===== config.mk =====
export PLATFORM = sky130hd
export DESIGN_NAME = uart_tx_group_buffer
export DESIGN_NICKNAME = d
export VERILOG_FILES = /design/src/rtl/uart_tx_group_buffer.sv
export SDC_FILE = /design/constraint.sdc
export NUM_CORES = 1
export LEC_CHECK = 0
export CAP_MARGIN = 10
export CORE_MARGIN = 4
export CORE_UTILIZATION = 45
export CTS_CLUSTER_DIAMETER = 80
export DETAILED_ROUTE_END_ITERATION = 12
export GPL_TIMING_DRIVEN = 1
export SETUP_SLACK_MARGIN = 0.3
export SLEW_MARGIN = 40
export SYNTH_ARGS = -nofsm -noshare
export SYNTH_HDL_FRONTEND = slang
export SYNTH_SLANG_ARGS = --single-unit

===== constraint.sdc =====
create_clock -name i_Clock -period 5.6 [get_ports i_Clock]
set_input_delay 1.12 -clock i_Clock [delete_from_list [all_inputs] [get_ports i_Clock]]
set_output_delay 1.12 -clock i_Clock [all_outputs]
set_load 0.03 [all_outputs]

===== src/rtl/uart_tx_group_buffer.sv =====
// Transmit buffer feeding uart_tx: byte FIFO plus 5-letter group formatting
// (space between groups, CR LF at the end of each line).
module uart_tx_group_buffer #(
    parameter int unsigned DEPTH           = 16,
    parameter int unsigned GROUP_LEN       = 5,
    parameter int unsigned GROUPS_PER_LINE = 6
) (
    input  logic       i_Clock,
    input  logic       i_Reset,
    input  logic       i_Byte_DV,
    input  logic [7:0] i_Byte,
    input  logic       i_Tx_Active,
    input  logic       i_Tx_Done,
    output logic       o_Tx_DV,
    output logic [7:0] o_Tx_Byte,
    output logic       o_Full,
    output logic       o_Overflow
);

    localparam int unsigned ADDR_W = $clog2(DEPTH);
    localparam int unsigned CNT_W  = ADDR_W + 1;

    localparam logic [CNT_W-1:0] DEPTH_C   = CNT_W'(DEPTH);
    localparam logic [7:0]       GRP_LEN_C = 8'(GROUP_LEN);
    localparam logic [7:0]       GPL_C     = 8'(GROUPS_PER_LINE);

    localparam logic [7:0] CH_SPACE = 8'h20;
    localparam logic [7:0] CH_CR    = 8'h0D;
    localparam logic [7:0] CH_LF    = 8'h0A;

    typedef enum logic [1:0] {
        IDLE = 2'd0,
        SEND = 2'd1,
        WAIT = 2'd2
    } state_t;

    typedef enum logic [1:0] {
        SEP_NONE  = 2'd0,
        SEP_SPACE = 2'd1,
        SEP_CR    = 2'd2,
        SEP_LF    = 2'd3
    } sep_t;

    state_t            state, state_nxt;
    sep_t              sep_pend, sep_nxt;
    logic [7:0]        mem [DEPTH];
    logic [ADDR_W-1:0] wr_ptr, rd_ptr;
    logic [CNT_W-1:0]  count, count_nxt;
    logic [7:0]        grp_cnt, grp_nxt;
    logic [7:0]        line_cnt, line_nxt;
    logic [7:0]        send_byte;
    logic [7:0]        grp_inc, line_inc;
    logic              wr_en, pop, load, is_full, is_empty;

    // Fullness is decided on the count at the start of the cycle, so a
    // simultaneous pop never rescues a write to a full FIFO.
    assign is_full  = (count == DEPTH_C);
    assign is_empty = (count == CNT_W'(0));
    assign wr_en    = i_Byte_DV && !is_full;
    assign grp_inc  = grp_cnt + 8'd1;
    assign line_inc = line_cnt + 8'd1;

    always_comb begin
        case ({wr_en, pop})
            2'b10:   count_nxt = count + CNT_W'(1);
            2'b01:   count_nxt = count - CNT_W'(1);
            default: count_nxt = count;
        endcase
    end

    // Next-state, pop decision and separator bookkeeping.
    always_comb begin
        state_nxt = state;
        sep_nxt   = sep_pend;
        grp_nxt   = grp_cnt;
        line_nxt  = line_cnt;
        pop       = 1'b0;
        load      = 1'b0;
        send_byte = 8'h00;
        case (state)
            IDLE: begin
                if (sep_pend != SEP_NONE) begin
                    load      = 1'b1;
                    state_nxt = SEND;
                    case (sep_pend)
                        SEP_SPACE: begin send_byte = CH_SPACE; sep_nxt = SEP_NONE; end
                        SEP_CR:    begin send_byte = CH_CR;    sep_nxt = SEP_LF;   end
                        default:   begin send_byte = CH_LF;    sep_nxt = SEP_NONE; end
                    endcase
                end else if (!is_empty && !i_Tx_Active) begin
                    pop       = 1'b1;
                    load      = 1'b1;
                    send_byte = mem[rd_ptr];
                    state_nxt = SEND;
                    if (grp_inc == GRP_LEN_C) begin
                        grp_nxt = 8'd0;
                        if (line_inc == GPL_C) begin
                            line_nxt = 8'd0;
                            sep_nxt  = SEP_CR;
                        end else begin
                            line_nxt = line_inc;
                            sep_nxt  = SEP_SPACE;
                        end
                    end else begin
                        grp_nxt = grp_inc;
                    end
                end
            end
            SEND:    state_nxt = WAIT;
            WAIT:    if (i_Tx_Done) state_nxt = IDLE;
            default: state_nxt = IDLE;
        endcase
    end

    // FIFO storage carries no reset; validity is tracked by count.
    always_ff @(posedge i_Clock) begin
        if (wr_en) mem[wr_ptr] <= i_Byte;
    end

    always_ff @(posedge i_Clock) begin
        if (i_Reset) begin
            state      <= IDLE;
            sep_pend   <= SEP_NONE;
            wr_ptr     <= '0;
            rd_ptr     <= '0;
            count      <= '0;
            grp_cnt    <= 8'd0;
            line_cnt   <= 8'd0;
            o_Tx_DV    <= 1'b0;
            o_Tx_Byte  <= 8'h00;
            o_Full     <= 1'b0;
            o_Overflow <= 1'b0;
        end else begin
            state      <= state_nxt;
            sep_pend   <= sep_nxt;
            grp_cnt    <= grp_nxt;
            line_cnt   <= line_nxt;
            count      <= count_nxt;
            o_Full     <= (count_nxt == DEPTH_C);
            o_Overflow <= o_Overflow | (i_Byte_DV && is_full);
            o_Tx_DV    <= load;
            if (wr_en) wr_ptr <= wr_ptr + ADDR_W'(1);
            if (pop)   rd_ptr <= rd_ptr + ADDR_W'(1);
            if (load)  o_Tx_Byte <= send_byte;
        end
    end

endmodule

# Word level (Yosys, flattened, before mapping)
# Memories as Yosys holds them, arrays and structs flattened. A register that Yosys moved wholly into a read port is not among the register bits.
# Index checks and enable logic that the tools add are counted.
# W data, S select, Z words.
[classes]
n_reduce_logical = 15
add_sub_neg = 6
bitwise_logic = 2
muxes = 25
eq_ne = 12
[op_table]
columns = ["op", "count"]
rows = [
  ["$mux W8", 5],
  ["$add A8 B1 Y8 const B", 2],
  ["$eq A8 B3 Y1 const B", 2],
  ["$mux W2", 8],
  ["$pmux W6 S2", 1],
  ["$eq A5 B5 Y1 const B", 2],
  ["$pmux W5 S2", 1],
  ["$add A4 B1 Y4 const B", 2],
  ["$mux W4", 2],
  ["$mux W1", 7],
  ["$eq A2 B1 Y1 const B", 3],
  ["$eq A2 B2 Y1 const B", 3],
  ["$pmux W2 S3", 1],
  ["$reduce_and A3 Y1", 2],
  ["$reduce_bool A2 Y1", 3],
  ["$add A5 B1 Y5 const B", 1],
  ["$logic_not A5 Y1", 1],
  ["$sub A5 B1 Y5 const B", 1],
  ["$reduce_and A4 Y1", 1],
  ["$logic_and A1 B1 Y1", 3],
  ["$logic_not A1 Y1", 3],
  ["$ne A3 B3 Y1 const B", 1],
  ["$logic_not A2 Y1", 1],
  ["$ne A2 B2 Y1 const B", 1],
  ["3 further kinds", 3],
]
[totals]
output_inout_bits = 11
reg_bits = 44
in_bits = 13
n_memories = 1
wordCells = 72
mem_bits_rw = 128
[memory_table]
columns = ["name", "words", "word_bits", "read_ports", "rd_clocked_by_memory_dff", "write_ports", "line", "rtl"]
rows = [
  ["mem", 16, 8, 1, 1, 1, "46", "logic [7:0] mem [DEPTH];"],
]

# Logic depth before layout (Yosys ltp)
# Gate-level depths: netlist of run 1.
[logic_depth]
depth_word = 9
depth_mapped = 14
depth_no_buf = 12

# Least setup slack after synthesis of run 1
# Ideal clock, no wire load.
[synth_timing]
path_kind = "input-to-reg"
startpoint = "input i_Tx_Active"
endpoint = "register o_Full"
setup_ns = 0.060
path_buffers = 2
stages = 11
required_time_ns = 5.540
arrival_ns = 3.558
slack_ns = 1.982
cell_sequence = "nor4b_2 > o21a_1 > buf_2 > buf_2 > ha_1 > or3b_1 > a211oi_1 > mux2i_1 > or3_1 > a21oi_2 > and3_1"
[synth_between]
elab_chain_cells = 8
word_cells_on_any_way = 9
cone_classes = "eq/ne (3); mux (4); reduce/logical (2)"
[synth_rtl]
columns = ["item", "line", "rtl"]
rows = [
  ["from (decl)", "12", "input logic i_Tx_Active,"],
  ["$logic_not A1 Y1 *", "90", "end else if (!is_empty && !i_Tx_Active) begin"],
  ["$logic_and A1 B1 Y1 *", "90", ""],
  ["$mux W1 *", "90", ""],
  ["$mux W1 *", "82", "if (sep_pend != SEP_NONE) begin"],
  ["$mux W1 *", "80", "case (state)"],
  ["$eq A2 B1 Y1 / $eq A2 B2 Y1 (equally long branches)", "64", "case ({wr_en, pop})"],
  ["$pmux W5 S2 *", "64", ""],
  ["$eq A5 B5 Y1 *", "139", "o_Full <= (count_nxt == DEPTH_C);"],
  ["to (signal assigned)", "139", ""],
  ["to (decl)", "16", "output logic o_Full,"],
]
# Mark *: on every way between the ends. The rest lies on a longest branch, timed or not.
# A chain may end at the register's enable or synchronous reset.

# Worst setup path in the final report of run 1
# Same ends and word-level chain as after synthesis.

==> reports/metrics.yaml, run 1 <==
grt_usage_pct: 16.49
synthMuxAreaShare_pct: 12.98
synth-seq-area-share_pct: 64.80
ant_nets: 0
reg2regPathDepth: 12
nets: 542
relSlewSlack_pct: 45.08
power_frac_comb_pct: 23.2
pre_cts_ws_ns: 1.516
ff2ff_setup_slack_ns: 2.21
drive_gt1_share_pct: 19.77
wl_per_cell_um: 19.17
fin_ws_ns: 1.973
insertedDiodeCount: 0
hpwl_mm: 9.481
p_int_w: 0.002519
synthXorXnorAreaFrac_pct: 2.362
synth_edf_count: 128
switching_share_pct: 30.01
path_clk_slew_ns: 0.07
antenna_found_initial: 0
first_pass_iters: 4
p_leak_nw: 2.761
startpoint: "i_Tx_Active"
drc: 0
fin_crit_ns: 3.627
yosys.area_share.simple_pct: 9.568
start_util_pct: 46.34
cts_hold_buffers: 0
ys_warn_count: 0
cellPowerDensity_mw_per_mm2: 424.4
clockBufferDepth: 2
rsz0062_at_grt: "no"
ys.flop_type: "edfxtp_1"
fmax_ghz: 0.2757
async_reset_ff_share_pct: 0
fin_crit_sh_pct: 64.77
mappedNetlistNets: 521
clock-root-buffer: "clkbuf_16"
place_congestion: 0.7531
synth_fa_ha_area_share_pct: 2.700
power_frac_seq_pct: 43.2
setup_tns_ns: 0
cts_resized: 0
final_common_cell: "edfxtp_1"
netlist_area_mm2: 0.007415
fin_skew_ns: 0.008737
r2r-end: "o_Full$_SDFF_PP0_"
final.fill_count: 1323
core-area_mm2: 0.01600
htree_num_levels: 4
grt_pass1_vias: 3987
seq_area_mm2: 0.004807
wirelength_mm: 14.23
startpoint_type: "primary input"
reg2reg_from: "sep_pend[1]$_SDFFE_PP0P_"
worst_slew_pin_slew_ns: 0.8193
num_rows: 46
synth_compound_area_share_pct: 5.197
worstSetupPathType: "primary input to flop"
tritoncts: "built"
synth_top_family_by_area: "multiplexers"
critical_path_arrival_ns: 4.00
syn_avg_cell_area_um2: 15.07
layout_common_cells: "128 x edfxtp_1, 46 x dfxtp_1, 43 x nor2_1, 40 x mux4_2, 22 x clkdlybuf4s50_1"
grt_overflow_total: 0
stdcell_area_mm2: 0.008479
status: "finished, final reports clean"
crit_required_ns: 5.97
grt_pass1_wl_mm: 22.47
hp-class: "flop to flop"
port_buffers: 23
post_cts_buffers: 0
hold_viol_final: 0
grt_max_degree: 50
syn_inst: 492
synth_cell_types: 58
p_sw_w: 0.001080
ir_drop_mv: 0.2445
worstPathMaxFanout: 4
place_area_mm2: 0.007856
die_area_mm2: 0.01859
synthToLayoutAreaGrowth_pct: 14.36
end_kind: "flop"
cts_sinks: 176
min_from: "o_Tx_Byte[1]$_SDFFE_PP0P_"
crit_end: "o_Full$_SDFF_PP0_"
clkPwrFrac_pct: 33.6
final_util_pct: 53.00
dieWidth_um: 136.4
die_h_um: 136.4
multi_input_area_mm2: 0.002472
vias_per_cell: 5.460
dr.first_iter.drc_count: 252
clock_latency_ns: 0.43
finalSetupViolCount: 0
maxSlewViolCount: 0
cts_made_buffers: 17
ys_ff_latch: 176
ios: 24
cap_violations: 0
vias: 4051
total_power_w: 0.003599
==> critical path, stage by stage <==
cell	delay, ns
clkdlybuf4s50_1	0.45
nor4b_2	0.53
o211ai_4	0.19
xnor2_1	0.16
ha_1	0.23
or3b_1	0.35
a211oi_1	0.23
mux2i_1	0.11
or3_1	0.33
a21oi_2	0.14
and3_1	0.17
==> area by class of cell <==
| type | count | area share [%] |
|---|---|---|
| well taps | 216 | 3.187 |
| flip-flops and latches | 176 | 56.69 |
| clock buffers | 17 | 5.017 |
| repair buffers | 29 | 3.217 |
| clock inverters | 15 | 2.154 |
| multi-input cells | 276 | 29.16 |
| inverters | 13 | 0.5755 |
==> registers in the layout, summed over array words and instances, names as in the netlist, named ones only <==
register    flops
o_Tx_DV         1
o_Overflow      1
grp_cnt         8
o_Tx_Byte       8
rd_ptr          4
wr_ptr          4
o_Full          1
state           2
mem           128
count           5
sep_pend        2
line_cnt        8
==> synthesized netlist by cell type, drive strengths merged (3+ instances only) <==
master  number  area share (%)
nand4        7            0.59
nand2b       6            0.51
and3         4            0.34
and2         3            0.25
o21ai        6            0.41
nor4b        3            0.44
dfxtp       48              13
a22oi        3            0.30
or3          6            0.51
or4          3            0.35
mux2i        5            0.68
buf         11            0.91
nor2b        5            0.42
xor2        13             1.5
a211oi       4            0.47
nor3        13            0.88
nor4         3            0.25
ha          16             2.7
nand2       19            0.96
nor2        55             2.8
a21oi       13            0.93
clkbuf      16            0.83
nand3        7            0.47
o21a         3            0.30
o31ai        3            0.30
edfxtp     128              52
xnor2        7            0.83
mux4        40              12
a31oi        5            0.42
inv         13            0.66
nand3b       5            0.51
==> worst min-delay path by stage <==
| stage | end | slack (ns) | depth (start not counted) |
|---|---|---|---|
| 6_report | o_Tx_Byte[1]$_SDFFE_PP0P_ | 0.49 | 2 |
| 3_5_place_dp | o_Tx_Byte[3]$_SDFFE_PP0P_ | 0.48 | 2 |
| 2_1_floorplan | flop | 0.47 | 2 |
| 5_1_grt | o_Tx_Byte[3]$_SDFFE_PP0P_ | 0.52 | 2 |
| 4_1_cts | o_Tx_Byte[3]$_SDFFE_PP0P_ | 0.50 | 2 |
| 3_3_place_gp | o_Tx_Byte[3]$_SDFFE_PP0P_ | 0.48 | 2 |
==> cell families after synthesis <==
logic type                 after synthesis
buffers and inverters                   40
and+or+nand+nor                        142
adders and majority gates               16
AOI/OAI and AO/OA                       52
muxes                                   46
DFF                                    176
xor gates and xnor gates                20
==> stage by stage <==
step | instances | hold slack [ns]
final | 742 | 0.4923
after global placement | 710 | 0.4785
after CTS | 742 | 0.4958
after detailed placement | 710 | 0.4814
after global routing | 742 | 0.5151
after floorplan | 492 | 0.4725
==> layer usage <==
metal | wire length [um] | track usage, %
met5 | 0 | 0
met4 | 140 | 4.871
met3 | 683 | 3.886
met2 | 6892 | 26.42
met1 | 6509 | 22.59
==> power groups by stage <==
stage / logic (W) / clock network (W) / registers, W
floorplan: 0.000607 / 0 / 0.00160
global placement: 0.000824 / 0 / 0.00158
detailed placement: 0.000841 / 0 / 0.00158
CTS: 0.000844 / 0.00123 / 0.00155
global route: 0.000920 / 0.00129 / 0.00157
finish: 0.000833 / 0.00121 / 0.00155
(Power assumes the default switching activity.)
==> run 2, diff against run 1 <==
==> constraint.sdc (replaced) <==
create_clock -name i_Clock -period 3.38 [get_ports i_Clock]
set_input_delay 0.676 -clock i_Clock [delete_from_list [all_inputs] [get_ports i_Clock]]
set_output_delay 0.676 -clock i_Clock [all_outputs]
set_load 0.03 [all_outputs]
==> run 2 against run 1 <==
- via count increased by 3.6%
- clock power up 60%
- global-route usage up 0.29 points
- cell count is 3.1% higher
- final area grew 1.6%
- register-to-register slack lost 1.7 ns
- first-iteration DRC count grew 30%
- clock skew grew 0.0011 ns
==> reports/metrics.yaml, run 2 (synthesis gave the netlist of run 1 again) <==
status: "finished, final reports clean"
setup_tns_ns: 0
place_congestion: 0.8427
cpPeakStageDelay_ns: 0.47
hold_end: "o_Overflow$_SDFF_PP0_"
tritoncts: "built"
gr-usage-met2_pct: 26.03
wl_per_cell_um: 18.91
ant_nets: 0
drive_gt1_share_pct: 20.58
power_frac_comb_pct: 23.7
ff2ff_setup_slack_ns: 0.53
clock_latency_ns: 0.42
slowest_stage: "clkdlybuf4s50_1"
insertedDiodeCount: 0
ios: 24
cts_sinks: 176
nets: 565
vias: 4198
htree_num_levels: 4
path_delay_family: "simple AND/OR/NAND/NOR gates"
path_clk_slew_ns: 0.07
whs_path_depth: 2
largest_register: "mem"
p_leak_nw: 2.859
reg2reg_from: "count[2]$_SDFF_PP0_"
synthToLayoutAreaGrowth_pct: 16.22
grt_pass1_wl_mm: 22.96
grt_overflow_total: 0
clock-root-buffer: "clkbuf_16"
start_util_pct: 46.34
die_h_um: 136.4
critical_path_arrival_ns: 3.27
fin_crit_sh_pct: 85.69
cellPowerDensity_mw_per_mm2: 693.7
dr.first_iter.drc_count: 328
worstSetupPathType: "primary input to flop"
cts_hold_buffers: 0
fmax_ghz: 0.3453
vias_per_cell: 5.488
grt_max_degree: 50
cp_cell_sequence: "clkdlybuf4s50_1, nor4b_4, o211ai_4, xnor2_1, ha_1, or3b_1, a211oi_1, mux2i_1, or3_1, a21oi_2, and3_1"
min_from: "o_Overflow$_SDFF_PP0_"
core-area_mm2: 0.01600
clockBufferDepth: 2
reg2regPathDepth: 10
largest_register_ffs: 128
grt_pass1_vias: 4089
port_buffers: 23
fin_crit_ns: 2.896
use_met1_pct: 23.33
final.fill_count: 1325
dieWidth_um: 136.4
die_area_mm2: 0.01859
ir_drop_mv: 0.3799
p_int_w: 0.004269
hpwl_mm: 9.737
crit_required_ns: 3.75
relSlewSlack_pct: 57.33
hp-class: "flop to flop"
busiest_layer: "met2"
post_cts_buffers: 0
power_frac_seq_pct: 43.9
p_sw_w: 0.001708
worst_slew_pin_slew_ns: 0.6380
end_kind: "flop"
layout_common_cells: "128 x edfxtp_1, 55 x nor2_1, 46 x dfxtp_1, 40 x mux4_2, 29 x buf_4"
maxSlewViolCount: 0
cp.depth: 11
r2r-end: "o_Full$_SDFF_PP0_"
startpoint_type: "primary input"
num_rows: 46
final_common_cell: "edfxtp_1"
critPathBufInv: 1
clkPwrFrac_pct: 32.4
drc: 0
wirelength_mm: 14.47
final_util_pct: 53.86
switching_share_pct: 28.57
fin_skew_ns: 0.009812
grt_use_met3_pct: 4.515
cap_violations: 0
first_pass_iters: 4
hold_viol_final: 0
rsz0062_at_grt: "no"
worstPathMaxFanout: 3
cts_made_buffers: 17
finalSetupViolCount: 0
startpoint: "i_Tx_Active"
cts_resized: 0
antenna_found_initial: 0
grt_usage_pct: 16.78
## run 2: power groups by stage
| stage | sequential [W] | clock (W) | combinational, W |
|---|---|---|---|
| floorplan | 0.00265 | 0 | 0.00101 |
| global placement | 0.00266 | 0 | 0.00139 |
| detailed placement | 0.00267 | 0 | 0.00142 |
| CTS | 0.00262 | 0.00198 | 0.00142 |
| global route | 0.00265 | 0.00209 | 0.00154 |
| finish | 0.00262 | 0.00194 | 0.00142 |
## run 2: final cells by class
type | instances | area, um2 | share of cell area (%)
repair buffers | 52 | 457.9 | 5.314
clock buffers | 18 | 429.2 | 4.980
well taps | 216 | 270.3 | 3.136
multi-input cells | 276 | 2450 | 28.43
flip-flops and latches | 176 | 4807 | 55.79
inverters | 13 | 48.80 | 0.5663
clock inverters | 14 | 153.9 | 1.786
## run 2: how the worst max path moves through the flow
stage                             end  slack, ns
floorplan           o_Full$_SDFF_PP0_       0.33
global placement    o_Full$_SDFF_PP0_       0.08
detailed placement  o_Full$_SDFF_PP0_       0.02
CTS                 o_Full$_SDFF_PP0_       0.47
global route        o_Full$_SDFF_PP0_       0.34
finish              o_Full$_SDFF_PP0_       0.48
## run 2: worst reg2reg max path: cells and delay by family (launching register included)
kind	cells	cell delay, ns
DFF	1	0.43
adders and majority gates	1	0.20
and+or+nand+nor	4	1.44
muxes	1	0.11
AOI/OAI and AO/OA	3	0.53
xor gates and xnor gates	1	0.09
## run 2: layer usage
layer,up-vias,part of all wire [%]
met4,0,0.79
li1,1974,-
met2,92,48
met1,2124,46
met5,-,0
met3,8,5.4
## run 2: stage by stage
stage	total power, W	instance area (um2)	cells	hold slack [ns]	setup WS, ns
detailed placement	0.004088	8025	733	0.4682	0.02233
floorplan	0.003665	7426	492	0.4725	0.3253
finish	0.005977	8617	765	0.4815	0.4836
CTS	0.006030	8608	765	0.4853	0.4711
global placement	0.004056	8024	733	0.4707	0.08142
global route	0.006279	8617	765	0.5039	0.3392
==> run 3, diff against run 2 <==
--- a/config.mk
+++ b/config.mk
@@ -10,7 +10,7 @@
 export CORE_UTILIZATION = 45
 export CTS_CLUSTER_DIAMETER = 80
 export DETAILED_ROUTE_END_ITERATION = 12
-export GPL_TIMING_DRIVEN = 1
+export GPL_TIMING_DRIVEN = 0
 export SETUP_SLACK_MARGIN = 0.3
 export SLEW_MARGIN = 40
 export SYNTH_ARGS = -nofsm -noshare
==> run 3 against run 2 <==
- wire length up 4.6%
- clock skew down 0.0017 ns
- die area unchanged
- sequential power down 3%
- critical path depth unchanged
- core utilization up 0.14 points
- global-route usage up 0.70 points
- highest routed layer unchanged
==> reports/metrics.yaml, run 3 (synthesis gave the netlist of run 1 again) <==
cap_violations: 0
final_common_cell: "edfxtp_1"
htree_num_levels: 4
grt_overflow_total: 0
hp-class: "flop to flop"
ios: 24
end_kind: "flop"
clock_latency_ns: 0.42
num_rows: 46
drc: 0
wl_per_cell_um: 19.58
die_h_um: 136.4
path_clk_slew_ns: 0.06
ant_nets: 0
dieWidth_um: 136.4
seq_area_mm2: 0.004806
rsz0062_at_grt: "no"
grt_usage_pct: 17.48
largest_register: "mem"
grt_pass1_vias: 4275
synthToLayoutAreaGrowth_pct: 16.52
port_buffers: 23
critical_path_arrival_ns: 3.35
ir_drop_mv: 0.3686
total_power_w: 0.005938
grt_pass1_wl_mm: 23.70
hpwl_mm: 9.956
cts_made_buffers: 17
fmax_ghz: 0.3344
nets: 573
fin_crit_ns: 2.991
clock-root-buffer: "clkbuf_16"
dr.first_iter.drc_count: 230
vias_per_cell: 5.476
start_util_pct: 46.34
maxSlewViolCount: 0
multi_input_area_mm2: 0.002531
crit_required_ns: 3.74
grt_max_degree: 17
cts_sinks: 176
drive_gt1_share_pct: 22.08
insertedDiodeCount: 0
layout_common_cells: "128 x edfxtp_1, 47 x dfxtp_1, 43 x nor2_1, 40 x mux4_2, 22 x clkdlybuf4s50_1"
relSlewSlack_pct: 53.48
fin_crit_sh_pct: 88.48
die_area_mm2: 0.01859
worstPathMaxFanout: 10
clockBufferDepth: 2
finalSetupViolCount: 0
cellPowerDensity_mw_per_mm2: 687.3
core-area_mm2: 0.01600
place_congestion: 0.8109
first_pass_iters: 4
hold_viol_final: 0
final_util_pct: 54.00
status: "finished, final reports clean"
p_leak_nw: 2.849
antenna_found_initial: 0
tritoncts: "built"
wirelength_mm: 15.13
final.fill_count: 1353
fin_skew_ns: 0.008162
largest_register_ffs: 128
worstSetupPathType: "flop to flop"
cts_hold_buffers: 0
worst_slew_pin_slew_ns: 0.6978
vias: 4233
startpoint_type: "flop"
run 3: final timing paths:
path | endpoint | depth (start not counted) | slack (ns) | from
setup reg to reg | o_Full$_SDFF_PP0_ | 11 | 0.39 | count[2]$_SDFF_PP0_
hold / removal | o_Tx_Byte[3]$_SDFFE_PP0P_ | 2 | 0.49 | o_Tx_Byte[3]$_SDFFE_PP0P_
setup / recovery | o_Full$_SDFF_PP0_ | 11 | 0.39 | count[2]$_SDFF_PP0_
hold reg to reg | o_Tx_Byte[3]$_SDFFE_PP0P_ | 2 | 0.49 | o_Tx_Byte[3]$_SDFFE_PP0P_
run 3: cell type report:
cell class / instances / area share [%]
plain buffers: 26 / 1.651
clock buffers: 20 / 5.054
clock inverters: 12 / 0.9848
inverters: 13 / 0.5648
multi-input cells: 276 / 29.30
flip-flops and latches: 176 / 55.63
well taps: 216 / 3.128
repair buffers: 34 / 3.693
run 3: through the flow:
| step | cell area [um2] | setup TNS (ns) | hold slack, ns | cells | setup WS [ns] |
|---|---|---|---|---|---|
| global placement | 7926 | -11.46 | 0.4783 | 731 | -0.5686 |
| CTS | 8582 | 0 | 0.4860 | 769 | 0.3072 |
| detailed placement | 8014 | -1.519 | 0.4792 | 735 | -0.6415 |
| global route | 8640 | 0 | 0.5123 | 773 | 0.2967 |
| floorplan | 7426 | 0 | 0.4725 | 492 | 0.3253 |
| finish | 8640 | 0 | 0.4905 | 773 | 0.3895 |
run 3: critical path, stage by stage, from the launching register on:
cell and delay (ns):
dfxtp_2 0.34, buf_6 0.14, or4_4 0.56, o211ai_4 0.25, xnor2_1 0.11, ha_2 0.20, or3b_1 0.37, a211oi_2 0.19
mux2i_1 0.12, or3_1 0.33, a21oi_2 0.15, and3_1 0.17
run 3: metal layers:
metal / share of wire [%] / routed length, um / GRT usage [%] / up-vias
met5: 0 / 0 / 0 / -
met4: 0.97 / 147 / 4.367 / 0
met3: 4.6 / 701 / 4.367 / 16
met2: 54 / 8210 / 31.95 / 75
met1: 40 / 6075 / 20.59 / 2158
li1: - / - / - / 1984
run 3: timing repair:
item,4_1_cts,5_1_grt
endpoints found under the setup margin,3,3
buffers inserted,2,5
pin swaps,1,2
gates resized for setup,8,8
run 3: where the power goes:
part | internal [W] | total (W) | switching [W] | leakage (nW)
sequential | 0.00245 | 0.00255 | 0.000102 | 1.55
combinational | 0.000809 | 0.00162 | 0.000811 | 1.04
clock | 0.000945 | 0.00176 | 0.000818 | 0.259
